`config.mk`:
```
export PLATFORM = sky130hd
export DESIGN_NAME = vmop_wb
export DESIGN_NICKNAME = d
export VERILOG_FILES = /design/src/rtl/vmop_pkg.sv /design/src/rtl/vmop_wb_fifo.sv /design/src/rtl/vmop_wb.sv
export SDC_FILE = /design/constraint.sdc
export NUM_CORES = 1
export LEC_CHECK = 0
export BUFFER_PORTS_ARGS = -buffer_cell sky130_fd_sc_hd__buf_2
export CELL_PAD_IN_SITES_DETAIL_PLACEMENT = 2
export CELL_PAD_IN_SITES_GLOBAL_PLACEMENT = 2
export CORE_MARGIN = 4
export CORE_UTILIZATION = 46
export DETAILED_ROUTE_END_ITERATION = 8
export PLACE_DENSITY = 0.79
export SLEW_MARGIN = 20
export SYNTH_ARGS = -nofsm -noshare
export SYNTH_HDL_FRONTEND = slang
export SYNTH_SLANG_ARGS = --single-unit
```
`constraint.sdc`:
```
create_clock -name clk -period 3.9 [get_ports clk]
set_clock_uncertainty 0.15 [all_clocks]
set_input_delay 0.39 -clock clk [delete_from_list [all_inputs] [get_ports clk]]
set_output_delay 0.39 -clock clk [all_outputs]
set_load 0.005 [all_outputs]
```
`src/rtl/vmop_pkg.sv`:
```
// Shared constants and types for the vector mask-logical pipeline and its write-back stage.
package vmop_pkg;

    localparam int VMOP_LATENCY = 6;
    localparam int VMOP_DATA_W  = 64;
    localparam int VMOP_ADDR_W  = 32;

    // Mask-logical opSel encodings
    localparam logic [2:0] VMOP_AND  = 3'd0;
    localparam logic [2:0] VMOP_NAND = 3'd1;
    localparam logic [2:0] VMOP_ANDN = 3'd2;
    localparam logic [2:0] VMOP_XOR  = 3'd3;
    localparam logic [2:0] VMOP_OR   = 3'd4;
    localparam logic [2:0] VMOP_NOR  = 3'd5;
    localparam logic [2:0] VMOP_ORN  = 3'd6;
    localparam logic [2:0] VMOP_XNOR = 3'd7;

    typedef struct packed {
        logic [VMOP_ADDR_W-1:0] addr;
        logic [VMOP_DATA_W-1:0] data;
    } vmop_wb_entry_t;

endpackage

```
`src/rtl/vmop_wb_fifo.sv`:
```
// Show-ahead synchronous FIFO: the head entry is visible on rdata whenever not empty.
module vmop_wb_fifo #(
    parameter int WIDTH = 96,
    parameter int DEPTH = 8
) (
    input  logic                     clk,
    input  logic                     rst_n,
    input  logic                     push,
    input  logic [WIDTH-1:0]         wdata,
    input  logic                     pop,
    output logic [WIDTH-1:0]         rdata,
    output logic [$clog2(DEPTH):0]   count,
    output logic                     full,
    output logic                     empty
);
    localparam int AW = $clog2(DEPTH);

    logic [WIDTH-1:0] mem [DEPTH];
    logic [AW-1:0]    wr_ptr, rd_ptr;
    logic             wr, rd;

    assign full  = (count == (AW+1)'(DEPTH));
    assign empty = (count == '0);
    assign rd    = pop && !empty;
    assign wr    = push && (!full || rd);
    assign rdata = mem[rd_ptr];

    // Storage is cleared on reset so the idle head reads as zero.
    always_ff @(posedge clk or negedge rst_n) begin
        if (!rst_n) begin
            wr_ptr <= '0;
            rd_ptr <= '0;
            count  <= '0;
            for (int i = 0; i < DEPTH; i++) mem[i] <= '0;
        end else begin
            if (wr) begin
                mem[wr_ptr] <= wdata;
                wr_ptr      <= wr_ptr + 1'b1;
            end
            if (rd) rd_ptr <= rd_ptr + 1'b1;
            case ({wr, rd})
                2'b10:   count <= count + 1'b1;
                2'b01:   count <= count - 1'b1;
                default: count <= count;
            endcase
        end
    end

endmodule

```
`src/rtl/vmop_wb.sv`:
```
// Mask-pipeline write-back stage: credit-based buffering, tail handling and completion tracking.
// Optional feature: VMOP_WB_TAIL_ONES_EN forces tail bits (index >= vl) to 1.
module vmop_wb
    import vmop_pkg::*;
#(
    parameter int DATA_WIDTH = VMOP_DATA_W,
    parameter int ADDR_WIDTH = VMOP_ADDR_W,
    parameter int VL_WIDTH   = 16,
    parameter int FIFO_DEPTH = 8
) (
    input  logic                  clk,
    input  logic                  rst_n,
    input  logic                  cfg_start,
    input  logic [VL_WIDTH-1:0]   cfg_vl,
    input  logic                  iss_valid,
    output logic                  iss_ready,
    input  logic                  res_valid,
    input  logic [ADDR_WIDTH-1:0] res_addr,
    input  logic [DATA_WIDTH-1:0] res_vec,
    output logic                  wb_valid,
    output logic [ADDR_WIDTH-1:0] wb_addr,
    output logic [DATA_WIDTH-1:0] wb_data,
    input  logic                  wb_ready,
    output logic                  op_done,
    output logic                  ovf_err
);
    localparam int LOG_DW = $clog2(DATA_WIDTH);
    localparam int CW     = $clog2(FIFO_DEPTH) + 1;
    localparam int EW     = VL_WIDTH - LOG_DW + 1;

    logic [DATA_WIDTH-1:0]            push_data;
    logic [ADDR_WIDTH+DATA_WIDTH-1:0] head;
    logic [CW-1:0]                    fifo_count, count_nxt;
    logic                             fifo_full, fifo_empty;
    logic                             hs, push_ok;

    assign hs      = wb_valid && wb_ready;
    assign push_ok = res_valid && (!fifo_full || hs);

`ifdef VMOP_WB_TAIL_ONES_EN
    localparam int XW = ((ADDR_WIDTH + LOG_DW) > VL_WIDTH ? ADDR_WIDTH + LOG_DW : VL_WIDTH) + 1;

    logic [VL_WIDTH-1:0]   vl_q;
    logic [XW-1:0]         base, vl_x, rem;
    logic [DATA_WIDTH-1:0] tail;

    // Word a covers indices [a*DW, a*DW+DW); rem is how many of them are active.
    always_comb begin
        base = XW'({res_addr, {LOG_DW{1'b0}}});
        vl_x = XW'(vl_q);
        rem  = vl_x - base;
        tail = '0;
        if (vl_x <= base)
            tail = '1;
        else if (rem < XW'(DATA_WIDTH))
            tail = {DATA_WIDTH{1'b1}} << rem[LOG_DW-1:0];
        push_data = res_vec | tail;
    end

    always_ff @(posedge clk or negedge rst_n) begin
        if (!rst_n)         vl_q <= '0;
        else if (cfg_start) vl_q <= cfg_vl;
    end
`else
    assign push_data = res_vec;
`endif

    vmop_wb_fifo #(
        .WIDTH (ADDR_WIDTH + DATA_WIDTH),
        .DEPTH (FIFO_DEPTH)
    ) u_fifo (
        .clk   (clk),
        .rst_n (rst_n),
        .push  (push_ok),
        .wdata ({res_addr, push_data}),
        .pop   (hs),
        .rdata (head),
        .count (fifo_count),
        .full  (fifo_full),
        .empty (fifo_empty)
    );

    assign wb_valid           = !fifo_empty;
    assign {wb_addr, wb_data} = head;

    always_ff @(posedge clk or negedge rst_n) begin
        if (!rst_n)                             ovf_err <= 1'b0;
        else if (res_valid && fifo_full && !hs) ovf_err <= 1'b1;
    end

    // Credits: buffered words plus words still inside the pipeline.
    logic [CW:0]   inflight, inflight_nxt;
    logic [CW+1:0] occ_nxt;

    always_comb begin
        inflight_nxt = inflight;
        if (iss_valid && !res_valid && inflight != '1)
            inflight_nxt = inflight + 1'b1;
        else if (!iss_valid && res_valid && inflight != '0)
            inflight_nxt = inflight - 1'b1;
        count_nxt = fifo_count;
        if (push_ok && !hs)      count_nxt = fifo_count + 1'b1;
        else if (!push_ok && hs) count_nxt = fifo_count - 1'b1;
        occ_nxt = (CW+2)'(count_nxt) + (CW+2)'(inflight_nxt);
    end

    always_ff @(posedge clk or negedge rst_n) begin
        if (!rst_n) begin
            inflight  <= '0;
            iss_ready <= 1'b1;
        end else begin
            inflight  <= inflight_nxt;
            iss_ready <= (occ_nxt < (CW+2)'(FIFO_DEPTH));
        end
    end

    // Completion tracking
    logic [EW-1:0] expected, wb_cnt, exp_start, cnt_inc;
    logic          active;

    assign exp_start = EW'(cfg_vl[VL_WIDTH-1:LOG_DW]) + EW'(|cfg_vl[LOG_DW-1:0]);
    assign cnt_inc   = wb_cnt + 1'b1;

    always_ff @(posedge clk or negedge rst_n) begin
        if (!rst_n) begin
            expected <= '0;
            wb_cnt   <= '0;
            active   <= 1'b0;
            op_done  <= 1'b0;
        end else begin
            op_done <= 1'b0;
            if (cfg_start) begin
                expected <= exp_start;
                wb_cnt   <= '0;
                active   <= (exp_start != '0);
                op_done  <= (exp_start == '0);
            end else if (hs && active) begin
                wb_cnt <= cnt_inc;
                if (cnt_inc == expected) begin
                    active  <= 1'b0;
                    op_done <= 1'b1;
                end
            end
        end
    end

endmodule
```
==> impl_metrics.yaml, run 1 <==
yosys:
  async_reset_ff_share_pct: 100
  ys_seq_elements: 809
  synth_cells: 2262
  ys_top_cells_by_area: "dfrtp_1, mux2_2, mux4_2"
  ys.flop_type: "dfrtp_1"
  synth_edf_count: 0
  syn-num-nets: 2394
  ys_types: 54
  synthesis.area_mm2: 0.0369
  syn_area_per_cell_um2: 16.3
  synth_top_area_share_pct: 54.9
  ys_seq_area_share_pct: 54.9
  yosys_warnings: 0
  yosys.area.top_type: "dfrtp_1"
clocking:
  htreeDepth: 3
  numCtsBuffers: 88
  cts.sinks: 809
  root_buffer: "clkbuf_16"
  clk_pin_slew_worst_paths_ns: 0.06
  clock_latency_ns: 0.63
  cts_tree: "built"
  post-cts-setup-buffer-count: 0
  clk_path_buf_depth: 3
worst_setup_path:
  worstSetupEndpointType: "output port"
  crit_chain: "buf_12 > mux4_2 > mux2_2 > buf_2"
  critPathKind: "flip-flop to output port"
  max_stage_delay_ns: 0.98
  cp_max_fo: 30
  cp.required_ns: 3.36
  cp.arrival_ns: 3.06
  critPathBufInv: 2
  slowest_stage: "dfrtp_4"
  start_kind: "flip-flop"
  critPathTopFamily: "flip-flops"
floorplan:
  floorplan.die.width_um: 291
  start_util_pct: 46.5
  dieArea_mm2: 0.0847
  coreArea_mm2: 0.0793
  die_y_um: 291
  io_pins: 218
  rows: 103
timing:
  worst_pin_slew_ns: 0.839
  fmax_ghz: 0.278
  slew_headroom_pct: 44.1
  rsz0062_at_grt: "no"
  slew_viol_final: 0
  setup_viol: 0
  fin_crit_sh_pct: 92.3
  fin_crit_ns: 3.60
  fin_tns_setup_ns: 0
  hold_violations: 0
power:
  pwr-share-comb_pct: 40.2
  vdd_drop_max_mv: 0.461
  p_leak_nw: 18.7
  power.density_mw_per_mm2: 946
  p_switching_mw: 13.8
  intPower_mw: 27.3
  swShare_pct: 33.7
  seqPwrFrac_pct: 38.3
  p_clk_share_pct: 21.5
placed_design:
  place.gp.congestion: 0.738
  dp.final_hpwl_um: 60600
  port-buffer-count: 217
  dp_cells: 3435
finish:
  layout_commonest_cell: "mux2_2"
  syn2layout_area_growth_pct: 17.9
  finalNetCount: 2713
  final_cell_mix: "mux2_2, dfrtp_1, buf_2, mux4_2, dlygate4sd3_1"
  multi_input_area_mm2: 0.0158
  fillers: 6909
  finalNonFillerCells: 3715
  seq_area_mm2: 0.0203
  drive_above_1_share_pct: 55.7
routing:
  drt_wl_total_um: 114000
  drtIter0Drc: 1205
  via_count: 21700
  post_drt_wl_per_cell_um: 30.6
  routed_via_density: 5.85
  drtAntennaViolNets: 0
  dr.pass1.iters: 4
  route.detailed.drc: 0
grt:
  grt_pass1_wl_um: 174000
  grt_util_all_layers_pct: 26.7
  first_global_vias: 26300
  antenna_found_initial: 14
  gr-total-overflow: 0
  grt_max_degree: 121
flow_run:
  cap_violations: 0
worst_hold_path:
  hp-class: "input pin to flip-flop"
run_status:
  outcome: "completed"
## sequential cells by signal, indices dropped and copies added (netlist names)
| signal | flops |
|---|---|
| u_fifo.count | 4 |
| u_fifo.mem | 768 |
| ovf_err | 1 |
| u_fifo.wr_ptr | 3 |
| expected | 11 |
| iss_ready | 1 |
| active | 1 |
| op_done | 1 |
| inflight | 5 |
| wb_cnt | 11 |
| u_fifo.rd_ptr | 3 |
## repair_timing
item	4_1_cts	5_1_grt
resized for setup	0	0
hold buffers	106	0
hold endpoints to repair	840	0
## stage by stage
step,power [mW],util (%),hold WS [ns],cell area [µm²],worst slack [ns]
2_1_floorplan,25.3,-,-0.0556,36900,1.04
3_3_place_gp,29.8,49.7,0.269,39400,0.741
3_5_place_dp,31.3,49.7,0.284,39400,0.587
4_1_cts,40.8,54.8,0.0140,43400,0.248
5_1_grt,43.1,54.8,0.0545,43500,0.197
6_report,41.1,54.8,0.0463,43500,0.302
## metal layers
layer  part of all wire (%)  GRT usage [%]
met3                    3.5           4.44
met5                  0.036              0
met4                    2.9           9.26
met1                     40           32.4
met2                     53           48.4
## final cells by class
class | count | share of cell area, %
Timing Repair Buffer | 378 | 6.86
Tap cell | 1050 | 3.02
Sequential cell | 809 | 46.6
Antenna cell | 12 | 0.0691
Clock inverter | 26 | 0.869
Clock buffer | 136 | 6.08
Inverter | 10 | 0.0979
Multi-Input combinational cell | 1294 | 36.4
## cell usage after synthesis, types with 7 or more instances
library cell  count
buf_1             8
nand4_1           8
nor2_1           35
ha_1             14
xnor2_1          27
buf_2            84
o21ai_0          11
nand2_1          26
buf_4            13
dfrtp_1         808
mux2_1           10
mux2_4           40
clkbuf_1         37
xor2_1           15
nand3_1          14
buf_6             7
mux4_2          192
inv_1             9
mux2_2          818
nor3_1            8
a21oi_1          16
## cell families after synthesis
group                    after synthesis  share of synthesized area, %
multiplexers                        1064                          38.8
flip-flops                           809                          54.9
buffers and inverters                159                          2.19
AND/OR/NAND/NOR                      131                          1.91
AO/OA/AOI/OAI                         43                         0.730
XOR/XNOR                              42                         0.998
adder cells (fa/ha/maj)               14                         0.475
## worst paths after layout
path,end,cells past startpoint,slack (ns),startpoint
worst max-delay path,wb_addr[1],4,0.30,u_fifo.rd_ptr[0]$_DFFE_PN0P_
worst min-delay path,inflight[4]$_DFF_PN0_,3,0.05,iss_valid
worst max register to register,u_fifo.mem[240]$_DFFE_PN0P_,9,0.58,u_fifo.count[0]$_DFFE_PN0P_
worst min register to register,u_fifo.mem[347]$_DFFE_PN0P_,1,0.34,u_fifo.mem[347]$_DFFE_PN0P_
max in group asynchronous,u_fifo.mem[359]$_DFFE_PN0P_,4,2.17,rst_n
min in group asynchronous,u_fifo.mem[552]$_DFFE_PN0P_,2,0.18,rst_n
## tightest hold or removal path, stage by stage
cell	delay [ns]
buf_2	0.11
o21ai_0	0.18
a21oi_1	0.09
## power by group through the flow
| stage | clock, mW | combinational [mW] | sequential, mW |
|---|---|---|---|
| final | 8.83 | 16.5 | 15.8 |
| after global routing | 9.47 | 17.6 | 16.1 |
| after CTS | 8.96 | 16.5 | 15.4 |
| after detailed placement | 0 | 15.9 | 15.3 |
| after global placement | 0 | 15.1 | 14.7 |
| after floorplan | 0 | 11.4 | 13.9 |
No activity file was read; power rests on OpenSTA's default activity.
==> run 2, diff against run 1 <==
--- a/config.mk
+++ b/config.mk
@@ -10,6 +10,7 @@
 export CELL_PAD_IN_SITES_GLOBAL_PLACEMENT = 2
 export CORE_MARGIN = 4
 export CORE_UTILIZATION = 46
+export CTS_CLUSTER_SIZE = 16
 export DETAILED_ROUTE_END_ITERATION = 8
 export PLACE_DENSITY = 0.79
 export SLEW_MARGIN = 20
==> constraint.sdc (replaced) <==
create_clock -name clk -period 3.9 [get_ports clk]
set_clock_uncertainty 0.15 [all_clocks]
set_input_delay 0.39 -clock clk [delete_from_list [all_inputs] [get_ports clk]]
set_output_delay 0.39 -clock clk [all_outputs]
set_load 0.1 [all_outputs]
==> run 2 against run 1 <==
Effect of this change: setup slack worse by 0.0094 ns; first-iteration DRC count down 13%; utilization decreased by 0.14 points; non-clock buffer count shrank 7; critical path type unchanged.
==> impl_metrics.yaml, run 2 (synthesis gave the netlist of run 1 again) <==
clocking:
  clk_path_buf_depth: 3
  numCtsBuffers: 89
  root_buffer: "clkbuf_16"
  clk_pin_slew_worst_paths_ns: 0.06
  htreeDepth: 3
  cts_tree: "built"
  cts.sinks: 809
  clock_latency_ns: 0.63
worst_setup_path:
  critPathKind: "flip-flop to output port"
  max_stage_delay_ns: 0.63
  slowest_stage: "dfrtp_4"
  cp.required_ns: 3.36
  worstSetupEndpointType: "output port"
  crit_chain: "buf_12 > buf_12 > mux4_2 > mux2_2 > buf_2"
  cp_max_fo: 24
  worst_path_most_repeated_cell: "buf_12"
  start_kind: "flip-flop"
  crit_start: "u_fifo.rd_ptr[0]$_DFFE_PN0P_"
  cp.arrival_ns: 3.07
  timing.rr.start: "u_fifo.count[0]$_DFFE_PN0P_"
flow_run:
  cap_violations: 0
routing:
  dr.pass1.iters: 5
  drtAntennaViolNets: 0
  drt_wl_total_um: 108000
  post_drt_wl_per_cell_um: 29.2
  via_count: 21500
  routed_via_density: 5.80
  drtIter0Drc: 1043
  route.detailed.drc: 0
floorplan:
  floorplan.die.width_um: 291
  start_util_pct: 46.5
  io_pins: 218
  dieArea_mm2: 0.0847
  rows: 103
  die_y_um: 291
  coreArea_mm2: 0.0793
grt:
  grt_max_degree: 135
  grt_util_all_layers_pct: 25.6
  grt_pass1_wl_um: 169000
  antenna_found_initial: 5
  first_global_vias: 26100
  gr-total-overflow: 0
timing:
  fin_crit_sh_pct: 92.5
  worst_pin_slew_ns: 0.815
  fin_crit_ns: 3.61
  hold_violations: 0
  setup_viol: 0
  fin_tns_setup_ns: 0
  holdWs_ns: 0.0376
  rsz0062_at_grt: "no"
  slew_headroom_pct: 45.7
  fmax_ghz: 0.277
  slew_viol_final: 0
finish:
  syn2layout_area_growth_pct: 17.6
  fin_util_pct: 54.7
  reg_top3: "u_fifo.mem (768), expected (11), wb_cnt (11)"
  largest_reg_flops: 768
  regMostFlops: "u_fifo.mem"
  drive_above_1_share_pct: 55.7
  fillers: 6888
  final_cell_mix: "mux2_2, dfrtp_1, buf_2, mux4_2, dlygate4sd3_1"
  finalNetCount: 2707
  layout_commonest_cell: "mux2_2"
placed_design:
  dp.final_hpwl_um: 59300
  port-buffer-count: 217
  place.gp.congestion: 0.759
worst_hold_path:
  min_from: "wb_ready"
  hp-class: "input pin to flip-flop"
run_status:
  outcome: "completed"
-- run 2: cell types whose count changed in the layout (fill, tap and decap cells not counted), sizes merged --
cell	previous run	this run
buf	272	266
bufinv	8	6
clkbuf	136	133
clkinv	12	22
clkinvlp	1	2
diode	12	4
dlygate4sd3	106	105
inv	15	10
-- run 2: path summary, 6_finish.rpt --
check / end / slack [ns] / cells after the start
max in group asynchronous: u_fifo.mem[578]$_DFFE_PN0P_ / 2.08 / 3
worst min register to register: ovf_err$_DFFE_PN0P_ / 0.32 / 1
worst max-delay path: wb_data[14] / 0.29 / 5
worst max register to register: iss_ready$_DFF_PN1_ / 0.43 / 13
worst min-delay path: u_fifo.rd_ptr[0]$_DFFE_PN0P_ / 0.04 / 3
min in group asynchronous: u_fifo.mem[656]$_DFFE_PN0P_ / 0.21 / 2
-- run 2: repair_timing --
item                                   4_1_cts  5_1_grt
resized for setup                            0        0
hold buffers                               105        0
buffers inserted                             0        0
endpoints found under the hold margin      839        0
-- run 2: metrics by stage --
step                      instances  instance area [µm²]  setup WS (ns)
final                          3701                43400          0.293
after global routing           3700                43400          0.137
after CTS                      3697                43400          0.201
after detailed placement       3429                39300          0.589
after global placement         3429                39300          0.735
after floorplan                2262                36900          0.680
-- run 2: critical path: cells and delay by family (launching register included) --
kind / cells / cell delay (ns)
flip-flops: 1 / 0.63
multiplexers: 2 / 0.88
buffers and inverters: 3 / 0.85
-- run 2: cell type report --
| type | count | area, µm² | share of cell area, % |
|---|---|---|---|
| sequential | 809 | 20300 | 46.7 |
| multi-input combinational | 1294 | 15800 | 36.5 |
| timing repair buffer | 371 | 2920 | 6.72 |
| clock buffer | 133 | 2680 | 6.17 |
| tap | 1050 | 1310 | 3.03 |
| clock inverter | 30 | 324 | 0.747 |
| inverter | 10 | 42.5 | 0.0981 |
| antenna | 4 | 10.0 | 0.0231 |
-- run 2: layer usage --
| metal | vias to the layer above | global-route usage, % | share of wire (%) |
|---|---|---|---|
| li1 | 9054 | - | - |
| met1 | 11900 | 32.5 | 41 |
| met2 | 382 | 46.3 | 53 |
| met3 | 141 | 3.46 | 3.2 |
| met4 | 2 | 6.79 | 2.3 |
| met5 | - | 0 | 0.012 |
Power of run 2 is not shown: default switching activity piles up to over one toggle a cycle in this logic, so the estimate is an artifact.
